`config.mk`:
```
export PLATFORM = sky130hd
export DESIGN_NAME = ex_stage_flat
export DESIGN_NICKNAME = d
export VERILOG_FILES = /design/src/rtl/ex_stage_if.sv /design/src/rtl/ex_stage.sv /design/src/flat_wrapper.sv
export SDC_FILE = /design/constraint.sdc
export NUM_CORES = 2
export LEC_CHECK = 0
export ABC_CLOCK_PERIOD_IN_PS = 14700
export CAP_MARGIN = 20
export CORE_ASPECT_RATIO = 0.6
export CORE_MARGIN = 8
export CORE_UTILIZATION = 55
export CTS_CLUSTER_DIAMETER = 50
export CTS_CLUSTER_SIZE = 28
export DETAILED_ROUTE_END_ITERATION = 7
export HOLD_SLACK_MARGIN = 0.08
export PLACE_DENSITY = 0.75
export SETUP_SLACK_MARGIN = 0.1
export SYNTH_ARGS = -nofsm -noshare
export SYNTH_HDL_FRONTEND = slang
export SYNTH_SLANG_ARGS = --single-unit
```
`constraint.sdc`:
```
create_clock -name clk -period 14.7 [get_ports clk]
set_input_delay 2.94 -clock clk [delete_from_list [all_inputs] [get_ports clk]]
set_output_delay 2.94 -clock clk [all_outputs]
set_load 0.02 [all_outputs]
```
`src/rtl/ex_stage_if.sv`:
```
// ex_stage_if: ID/EX operand, forwarding and EX/MEM result signals of the execute stage.
interface ex_stage_if;
    logic        id_ex_valid;
    logic [31:0] id_ex_rs1_data;
    logic [31:0] id_ex_rs2_data;
    logic [31:0] id_ex_imm;
    logic        id_ex_alu_src;
    logic [4:0]  id_ex_alu_op;
    logic [4:0]  id_ex_rd;
    logic        id_ex_RegWrite;
    logic [1:0]  forwardA;
    logic [1:0]  forwardB;
    logic [31:0] wb_data;
    logic        ex_mem_valid;
    logic [31:0] ex_mem_alu_result;
    logic [31:0] ex_mem_rs2_data;
    logic [4:0]  ex_mem_rd;
    logic        ex_mem_RegWrite;
    logic        ex_stall;
    modport master (
        output id_ex_valid, id_ex_rs1_data, id_ex_rs2_data, id_ex_imm, id_ex_alu_src,
               id_ex_alu_op, id_ex_rd, id_ex_RegWrite, forwardA, forwardB, wb_data,
        input  ex_mem_valid, ex_mem_alu_result, ex_mem_rs2_data, ex_mem_rd, ex_mem_RegWrite, ex_stall
    );
    modport slave (
        input  id_ex_valid, id_ex_rs1_data, id_ex_rs2_data, id_ex_imm, id_ex_alu_src,
               id_ex_alu_op, id_ex_rd, id_ex_RegWrite, forwardA, forwardB, wb_data,
        output ex_mem_valid, ex_mem_alu_result, ex_mem_rs2_data, ex_mem_rd, ex_mem_RegWrite, ex_stall
    );
endinterface

```
`src/rtl/ex_stage.sv`:
```
// ex_stage: RV32IM execute stage with single-cycle ALU, iterative mul/div and the EX/MEM register.
module ex_stage (
    input  logic       clk,
    input  logic       rst,
    ex_stage_if.slave  bus
);
    localparam logic [1:0] S_IDLE = 2'd0, S_BUSY = 2'd1, S_DONE = 2'd2;
    logic [1:0]  r_state;
    logic [4:0]  r_cnt, r_op, r_rd;
    logic        r_rw, r_sa, r_sb, r_bz;
    logic [31:0] r_d, r_fwdb;
    logic [63:0] r_acc, r_m;
    logic [31:0] w_opa, w_fwdb, w_opb, w_base, w_mag_a, w_mag_b, w_q, w_rem, w_mres, w_sub;
    logic [63:0] w_prod;
    logic [32:0] w_top;
    logic        w_is_m, w_start, w_sa, w_sb, w_mul, w_ge, w_idle;

    assign w_opa   = bus.forwardA == 2'b01 ? bus.wb_data : bus.forwardA == 2'b10 ? bus.ex_mem_alu_result : bus.id_ex_rs1_data;
    assign w_fwdb  = bus.forwardB == 2'b01 ? bus.wb_data : bus.forwardB == 2'b10 ? bus.ex_mem_alu_result : bus.id_ex_rs2_data;
    assign w_opb   = bus.id_ex_alu_src ? bus.id_ex_imm : w_fwdb;
    assign w_idle  = r_state == S_IDLE;
    assign w_is_m  = bus.id_ex_alu_op >= 5'd10 && bus.id_ex_alu_op <= 5'd17;
    assign w_start = w_idle && bus.id_ex_valid && w_is_m;
    assign bus.ex_stall = !rst && (w_start || r_state == S_BUSY);
    // MUL/MULH/DIV/REM treat both operands as signed, MULHSU only the first.
    assign w_sa    = w_opa[31] && (bus.id_ex_alu_op inside {5'd10, 5'd11, 5'd12, 5'd14, 5'd16});
    assign w_sb    = w_opb[31] && (bus.id_ex_alu_op inside {5'd10, 5'd11, 5'd14, 5'd16});
    assign w_mag_a = w_sa ? -w_opa : w_opa;
    assign w_mag_b = w_sb ? -w_opb : w_opb;
    assign w_mul   = r_op < 5'd14;
    assign w_top   = r_acc[63:31];
    assign w_ge    = w_top >= {1'b0, r_d};
    assign w_sub   = w_top[31:0] - r_d;
    assign w_prod  = (r_sa ^ r_sb) ? -r_acc : r_acc;
    assign w_q     = r_bz ? 32'hFFFF_FFFF : (r_sa ^ r_sb) ? -r_acc[31:0] : r_acc[31:0];
    assign w_rem   = r_sa ? -r_acc[63:32] : r_acc[63:32];
    assign w_mres  = r_op == 5'd10 ? w_prod[31:0] : w_mul ? w_prod[63:32] : r_op < 5'd16 ? w_q : w_rem;

    always_comb begin
        w_base = 32'd0;
        case (bus.id_ex_alu_op)
            5'd0: w_base = w_opa + w_opb;
            5'd1: w_base = w_opa - w_opb;
            5'd2: w_base = w_opa << w_opb[4:0];
            5'd3: w_base = {31'd0, $signed(w_opa) < $signed(w_opb)};
            5'd4: w_base = {31'd0, w_opa < w_opb};
            5'd5: w_base = w_opa ^ w_opb;
            5'd6: w_base = w_opa >> w_opb[4:0];
            5'd7: w_base = $signed(w_opa) >>> w_opb[4:0];
            5'd8: w_base = w_opa | w_opb;
            5'd9: w_base = w_opa & w_opb;
            default: w_base = 32'd0;
        endcase
    end

    always_ff @(posedge clk or posedge rst) begin
        if (rst) begin
            r_state <= S_IDLE;
            r_cnt   <= '0;
            r_op    <= '0;
            r_rd    <= '0;
            r_rw    <= 1'b0;
            r_sa    <= 1'b0;
            r_sb    <= 1'b0;
            r_bz    <= 1'b0;
            r_d     <= '0;
            r_fwdb  <= '0;
            r_acc   <= '0;
            r_m     <= '0;
        end else begin
            case (r_state)
                S_IDLE: if (w_start) begin
                    r_state <= S_BUSY;
                    r_cnt   <= '0;
                    r_op    <= bus.id_ex_alu_op;
                    r_rd    <= bus.id_ex_rd;
                    r_rw    <= bus.id_ex_RegWrite;
                    r_fwdb  <= w_fwdb;
                    r_sa    <= w_sa;
                    r_sb    <= w_sb;
                    r_bz    <= w_opb == 32'd0;
                    r_d     <= w_mag_b;
                    r_m     <= {32'd0, w_mag_a};
                    r_acc   <= bus.id_ex_alu_op < 5'd14 ? 64'd0 : {32'd0, w_mag_a};
                end
                S_BUSY: begin
                    r_cnt <= r_cnt + 5'd1;
                    if (r_cnt == 5'd31) r_state <= S_DONE;
                    if (w_mul) begin
                        if (r_d[0]) r_acc <= r_acc + r_m;
                        r_m <= r_m << 1;
                        r_d <= r_d >> 1;
                    end else begin
                        // r_acc = {partial remainder, dividend bits / quotient bits}
                        r_acc <= w_ge ? {w_sub, r_acc[30:0], 1'b1} : {r_acc[62:0], 1'b0};
                    end
                end
                default: r_state <= S_IDLE;
            endcase
        end
    end

    always_ff @(posedge clk or posedge rst) begin
        if (rst) begin
            bus.ex_mem_valid      <= 1'b0;
            bus.ex_mem_alu_result <= '0;
            bus.ex_mem_rs2_data   <= '0;
            bus.ex_mem_rd         <= '0;
            bus.ex_mem_RegWrite   <= 1'b0;
        end else begin
            bus.ex_mem_valid      <= r_state == S_DONE || (w_idle && bus.id_ex_valid && !w_is_m);
            bus.ex_mem_RegWrite   <= r_state == S_DONE ? r_rw : w_idle && bus.id_ex_valid && !w_is_m && bus.id_ex_RegWrite;
            bus.ex_mem_alu_result <= r_state == S_DONE ? w_mres : w_base;
            bus.ex_mem_rs2_data   <= r_state == S_DONE ? r_fwdb : w_fwdb;
            bus.ex_mem_rd         <= r_state == S_DONE ? r_rd : bus.id_ex_rd;
        end
    end
endmodule

```
`src/flat_wrapper.sv`:
```
// flat-port wrapper written by rule: the top's interface ports become plain ports
module ex_stage_flat 
  (clk, rst, bus_id_ex_valid, bus_id_ex_rs1_data, bus_id_ex_rs2_data, bus_id_ex_imm, bus_id_ex_alu_src, bus_id_ex_alu_op, bus_id_ex_rd, bus_id_ex_RegWrite, bus_forwardA, bus_forwardB, bus_wb_data, bus_ex_mem_valid, bus_ex_mem_alu_result, bus_ex_mem_rs2_data, bus_ex_mem_rd, bus_ex_mem_RegWrite, bus_ex_stall);
  ex_stage_if bus_i ();
  input  logic clk;
  input  logic rst;
  input wire logic [$bits(bus_i.id_ex_valid)-1:0] bus_id_ex_valid;
  input wire logic [$bits(bus_i.id_ex_rs1_data)-1:0] bus_id_ex_rs1_data;
  input wire logic [$bits(bus_i.id_ex_rs2_data)-1:0] bus_id_ex_rs2_data;
  input wire logic [$bits(bus_i.id_ex_imm)-1:0] bus_id_ex_imm;
  input wire logic [$bits(bus_i.id_ex_alu_src)-1:0] bus_id_ex_alu_src;
  input wire logic [$bits(bus_i.id_ex_alu_op)-1:0] bus_id_ex_alu_op;
  input wire logic [$bits(bus_i.id_ex_rd)-1:0] bus_id_ex_rd;
  input wire logic [$bits(bus_i.id_ex_RegWrite)-1:0] bus_id_ex_RegWrite;
  input wire logic [$bits(bus_i.forwardA)-1:0] bus_forwardA;
  input wire logic [$bits(bus_i.forwardB)-1:0] bus_forwardB;
  input wire logic [$bits(bus_i.wb_data)-1:0] bus_wb_data;
  output wire logic [$bits(bus_i.ex_mem_valid)-1:0] bus_ex_mem_valid;
  output wire logic [$bits(bus_i.ex_mem_alu_result)-1:0] bus_ex_mem_alu_result;
  output wire logic [$bits(bus_i.ex_mem_rs2_data)-1:0] bus_ex_mem_rs2_data;
  output wire logic [$bits(bus_i.ex_mem_rd)-1:0] bus_ex_mem_rd;
  output wire logic [$bits(bus_i.ex_mem_RegWrite)-1:0] bus_ex_mem_RegWrite;
  output wire logic [$bits(bus_i.ex_stall)-1:0] bus_ex_stall;
  assign bus_i.id_ex_valid = bus_id_ex_valid;
  assign bus_i.id_ex_rs1_data = bus_id_ex_rs1_data;
  assign bus_i.id_ex_rs2_data = bus_id_ex_rs2_data;
  assign bus_i.id_ex_imm = bus_id_ex_imm;
  assign bus_i.id_ex_alu_src = bus_id_ex_alu_src;
  assign bus_i.id_ex_alu_op = bus_id_ex_alu_op;
  assign bus_i.id_ex_rd = bus_id_ex_rd;
  assign bus_i.id_ex_RegWrite = bus_id_ex_RegWrite;
  assign bus_i.forwardA = bus_forwardA;
  assign bus_i.forwardB = bus_forwardB;
  assign bus_i.wb_data = bus_wb_data;
  assign bus_ex_mem_valid = bus_i.ex_mem_valid;
  assign bus_ex_mem_alu_result = bus_i.ex_mem_alu_result;
  assign bus_ex_mem_rs2_data = bus_i.ex_mem_rs2_data;
  assign bus_ex_mem_rd = bus_i.ex_mem_rd;
  assign bus_ex_mem_RegWrite = bus_i.ex_mem_RegWrite;
  assign bus_ex_stall = bus_i.ex_stall;
  ex_stage u_core (.clk(clk), .rst(rst), .bus(bus_i));
endmodule
```
### Word level (Yosys, flattened, before mapping)

Cells that the tools add are included.

* bits of input ports: 147
* word-level logic and storage cells: 127
* register bits: 284
* output and inout port bits: 72

* order comparisons: 8
* reduce and logical (&&, ||, !) cells: 23
* equal/unequal tests: 26
* mux-type cells: 36
* bitwise gates (word level): 4
* shifts and indexed selects: 3
* add/subtract/negate cells: 10

Operators by type and width (count)
* 2-to-1 mux 32 bit: 18
* 2-to-1 mux 64 bit: 7
* case mux 32 bit (10 select lines): 1
* case mux 64 bit (2 select lines): 2
* negation 32 bit: 4
* adder 64 bit: 1
* < comparator 32 bit: 2
* negation 64 bit: 1
* case mux 32 bit (2 select lines): 1
* subtractor 32 bit: 2
* equality test 5 x 4 -> 1 bit (second input constant): 7
* >= comparator 33 x 32 -> 1 bit: 1
* adder 32 bit: 1
* AND 32 bit: 1
* logical NOT 32 bit: 1
* bitwise OR 32 bit: 1
* left shift 32 x 5 -> 32 bit: 1
* >> shifter 32 x 5 -> 32 bit: 1
* >>> shifter 32 x 5 -> 32 bit: 1
* bitwise XOR 32 bit: 1
* equality test 5 x 3 -> 1 bit (second input constant): 4
* equality test 5 x 2 -> 1 bit (second input constant): 2
* equality test 5 bit (second input constant): 2
* < comparator 5 x 4 -> 1 bit (second input constant): 2
* 26 further kinds: 45

### Logic depth before layout (Yosys ltp)

* word-level depth: 8
* gate-level depth with buffers: 22
* gate-level depth less buffers: 17

### Least setup slack after synthesis

OpenSTA, ideal clock, no wires.

* kind: input port to output port
* start point: input bus_id_ex_alu_op[2]
* end point: output bus_ex_stall
* setup slack: 6.496 ns
* stages: 9
* data required time: 11.760 ns
* buffers on the path: 4
* arrival: 5.264 ns
* cells stage by stage: buf_2 > or2_1 > or3b_1 > a21boi_1 > or4b_4 > buf_6 > clkbuf_1 > clkbuf_1 > a21oi_1

* word-level cells in the longest chain between the ends: 5
* elaborated cells between the ends (all ways): 6
* those cells by class: order compare (2); reduce/logical (4)

RTL lines
* start, declared: line flat_wrapper.sv:12 `input wire logic [$bits(bus_i.id_ex_alu_op)-1:0] bus_id_ex_alu_op;`
* >= comparator 5 x 4 -> 1 bit or <= comparator 5 bit (tied branches): line ex_stage.sv:22 `assign w_is_m = bus.id_ex_alu_op >= 5'd10 && bus.id_ex_alu_op <= 5'd17;`
* logical AND 1 bit *: line ex_stage.sv:22
* logical AND 1 bit *: line ex_stage.sv:23 `assign w_start = w_idle && bus.id_ex_valid && w_is_m;`
* logical OR 1 bit *: line ex_stage.sv:24 `assign bus.ex_stall = !rst && (w_start || r_state == S_BUSY);`
* logical AND 1 bit *: line ex_stage.sv:24
* end, declared: line flat_wrapper.sv:23 `output wire logic [$bits(bus_i.ex_stall)-1:0] bus_ex_stall;`

Mark *: on every way between the ends. The rest lies on a longest branch, timed or not.

### Final worst setup path

Same ends and word-level chain as after synthesis.

==> run summary <==
## Synthesis
* **Yosys warning total** 0
* **mean cell area of the mapped netlist** 7.57 um^2
* **most used flip-flop cell after synthesis** dfrtp_1
* **Synth top area share** 21.6%
* **number of flops mapped to enable cells by yosys** 0
* **post-synthesis cell area** 0.0330 mm^2
* **most area-hungry cell type in the Yosys netlist** dfrtp_1
* **Yosys cell types** 129
* **synth top area cells** dfrtp_1, ha_1, nand2_1, a21oi_1, o21ai_0
* **Async SR Flop Fraction** 100%
* **Post-Synthesis Cells** 4355
* **net count after synthesis** 4707
* **sequential area share after synthesis** 21.6%
* **number of register bits inferred by synthesis** 284

## STA
* **count of final hold-check violations** 0
* **Tightest Pin Transition** 1290 ps
* **Clock Skews** 48.2 ps
* **highest clock rate** 108 MHz
* **smallest setup slack after layout** 5420 ps
* **setup repair after global routing missed its margin** false
* **worst slack on hold paths** 458 ps
* **Min Clock Period, post-route** 9280 ps
* **post-route fraction of the period consumed by the critical path** 63.1%
* **count of final max-slew check failures** 0
* **slew margin rel.** 13.3%
* **Final TNS setup** 0 ps
* **endpoints failing setup** 0

## Setup path
* **crit path cell chain** clkdlybuf4s50_1 > or2_1 > or3b_1 > a21boi_1 > or4b_4 > a21oi_1 > clkdlybuf4s50_1
* **CP dominant cell by count** clkdlybuf4s50_1
* **WP data required** 11760 ps
* **crit-path max cell delay** 800 ps
* **Critical Path Sink Type** primary output
* **Crit path arrival time** 6340 ps
* **critical path fanouts, max** 18
* **category of the worst setup path launch point** input port
* **CP max-delay cell** clkdlybuf4s50_1
* **class of the most critical setup path** in -> out

## Routing
* **number of remaining DRC errors** 6
* **total length of routed wires** 154000 um
* **violation count after the first detailed-routing iteration** 5957
* **first-pass detailed-route iteration total** 8
* **detailed-route vias per instance** 7.07
* **number of vias in the routed layout** 36740
* **highest routed layer** met5
* **metal1 wirelength** 65000 um
* **routed wl met2** 54400 um
* **amount of wire on met3 after detailed routing** 29400 um
* **detail-routed net length per standard cell** 29.6 um
* **number of nets with antenna violations after detailed routing** 0

## Die
* **floorplan die area** 0.0683 mm^2
* **Vert. Die Dim** 206 um
* **CORE AREA** 0.0592 mm^2
* **top-level I/O count** 219
* **Die W** 332 um
* **standard-cell row count** 69
* **effective utilization at floorplan** 55.7%

## Final layout
* **most common cell after layout, fill and taps aside** nand2_1
* **area overhead of the layout relative to synthesis** 11.4%
* **nets** 4734
* **finished layout cell area** 0.0367 mm^2
* **leading cell types in the layout, fill and taps excluded** nand2_1, a21oi_1, nor2_1, o21ai_0, dfrtp_1
* **layout cell share with drive strength beyond 1** 8.30%

## Clock tree
* **number of buffers on the longest clock path** 3
* **number of clock sinks seen by CTS** 284
* **quantity of hold-fixing buffers added after cts** 0
* **depth of the CTS H-tree** 2
* **clock-pin slew of the registers on the worst-case setup and hold paths** 70 ps
* **Resized Gates After CTS** 0
* **source-to-sink clock delay at the later pin of the worst-skew pair** 610 ps
* **clock tree from TritonCTS** yes
* **post-CTS setup buffers** 0
* **Inserted Clock Buffers** 34
* **clock root cell** clkbuf_16

## Min path
* **path class of the lowest-slack min-delay path** reg -> reg

## Pwr
* **Leak Pwr** 15.4 nW
* **cell area power density** 196 mW/mm^2
* **Worst VDD drop** 210 uV

## Status
* **failing checks** design-rule violations
* **status** finished, violations left

## GRT
* **first-pass GRT wire length** 223000 um
* **global router's overall resource usage** 43.0%
* **antenna violations before repair** 19
* **pin count of the biggest net entering global routing** 111
* **vias in the first global route** 32626
* **total congestion overflow after global routing** 0

## Place
* **quantity of I/O buffers inserted on ports** 218
* **RD Place Congestion** 1.12
* **Post-Place Setup Slack** 5380 ps
* **post-detail-place hpwl** 119000 um
* **instance area at placement** 0.0354 mm^2

## Flow run
* **Maximum Capacitance Violations** 0

==> final timing paths <==
path | slack [ps] | to | start | cells past startpoint
worst min register to register | 460 | u_core.bus.ex_mem_rs2_data[3]$_DFF_PP0_ | u_core.r_fwdb[3]$_DFFE_PP0P_ | 2
min in group asynchronous | 2850 | u_core.r_fwdb[29]$_DFFE_PP0P_ | rst | 2
worst min-delay path | 460 | u_core.bus.ex_mem_rs2_data[3]$_DFF_PP0_ | u_core.r_fwdb[3]$_DFFE_PP0P_ | 2
worst max-delay path | 5420 | bus_ex_stall | bus_id_ex_alu_op[2] | 7
max in group asynchronous | 10450 | u_core.bus.ex_mem_alu_result[5]$_DFF_PP0_ | rst | 3
worst max register to register | 8820 | u_core.bus.ex_mem_alu_result[18]$_DFF_PP0_ | u_core.bus.ex_mem_alu_result[2]$_DFF_PP0_ | 17
==> per-layer routing <==
layer	track usage (%)	up-vias
li1	-	15935
met1	61.4	17486
met2	53.9	2939
met3	24.0	362
met4	11.5	18
met5	0	-
==> report_power, final <==
part	total (mW)	switching, mW	leakage [nW]	internal [mW]
logic	4.76	3.07	11.3	1.69
registers	1.45	0.390	3.50	1.06
clock network	0.975	0.437	0.607	0.538
==> flip-flops by register name (all words and copies together), names as in the netlist, 2 cells and up <==
name / count
u_core.r_acc: 64
u_core.r_m: 64
u_core.bus.ex_mem_alu_result: 32
u_core.bus.ex_mem_rs2_data: 32
u_core.r_d: 32
u_core.r_fwdb: 32
u_core.bus.ex_mem_rd: 5
u_core.r_cnt: 5
u_core.r_op: 5
u_core.r_rd: 5
u_core.r_state: 2
==> area by class of cell <==
class	instances	area (um^2)
flip-flops and latches	284	7110
clock buffers	38	897
inverters	161	617
well taps	781	977
repair buffers	309	2890
fillers	5397	22500
diodes	9	22.5
multi-input cells	3592	23800
clock inverters	23	358
==> cell usage after synthesis, drive strengths merged (44+ instances only) <==
cell type  number
dfrtp         284
a31oi          68
clkbuf        190
a21o           58
nor3           89
o21ai         421
nand2         580
nor2          381
o221ai         60
a211oi         68
xnor2         155
nand3          96
a21oi         397
ha            201
o21a           53
buf           128
xor2           86
inv           157
nand2b         44
mux2i         171
==> kinds of logic (layout without fill, tap and decap cells) <==
family	count (synthesis)	in the layout	share of synthesized area, %
muxes	214	214	7.41
xor gates and xnor gates	241	241	6.46
and+or+nand+nor	1427	1427	20.3
buffers and inverters	479	531	6.58
adders and majority gates	205	205	7.87
DFF	284	284	21.6
other	0	9	0
AOI/OAI and AO/OA	1505	1505	29.8
==> through the flow <==
| stage | cells | util, % | power (mW) |
|---|---|---|---|
| finish | 5197 | 62.0 | 7.19 |
| global route | 5191 | 62.0 | 7.57 |
| CTS | 5184 | 61.9 | 6.93 |
| detailed placement | 5123 | 59.7 | 5.93 |
| global placement | 5120 | 59.7 | 5.86 |
| floorplan | 4355 | - | 4.65 |
==> critical path: cells and delay by family <==
kind | cells | cell delay, ps
simple gates | 3 | 1540
buf+inv | 2 | 1440
compound gates | 2 | 400
No activity file was read; power rests on OpenSTA's default activity.
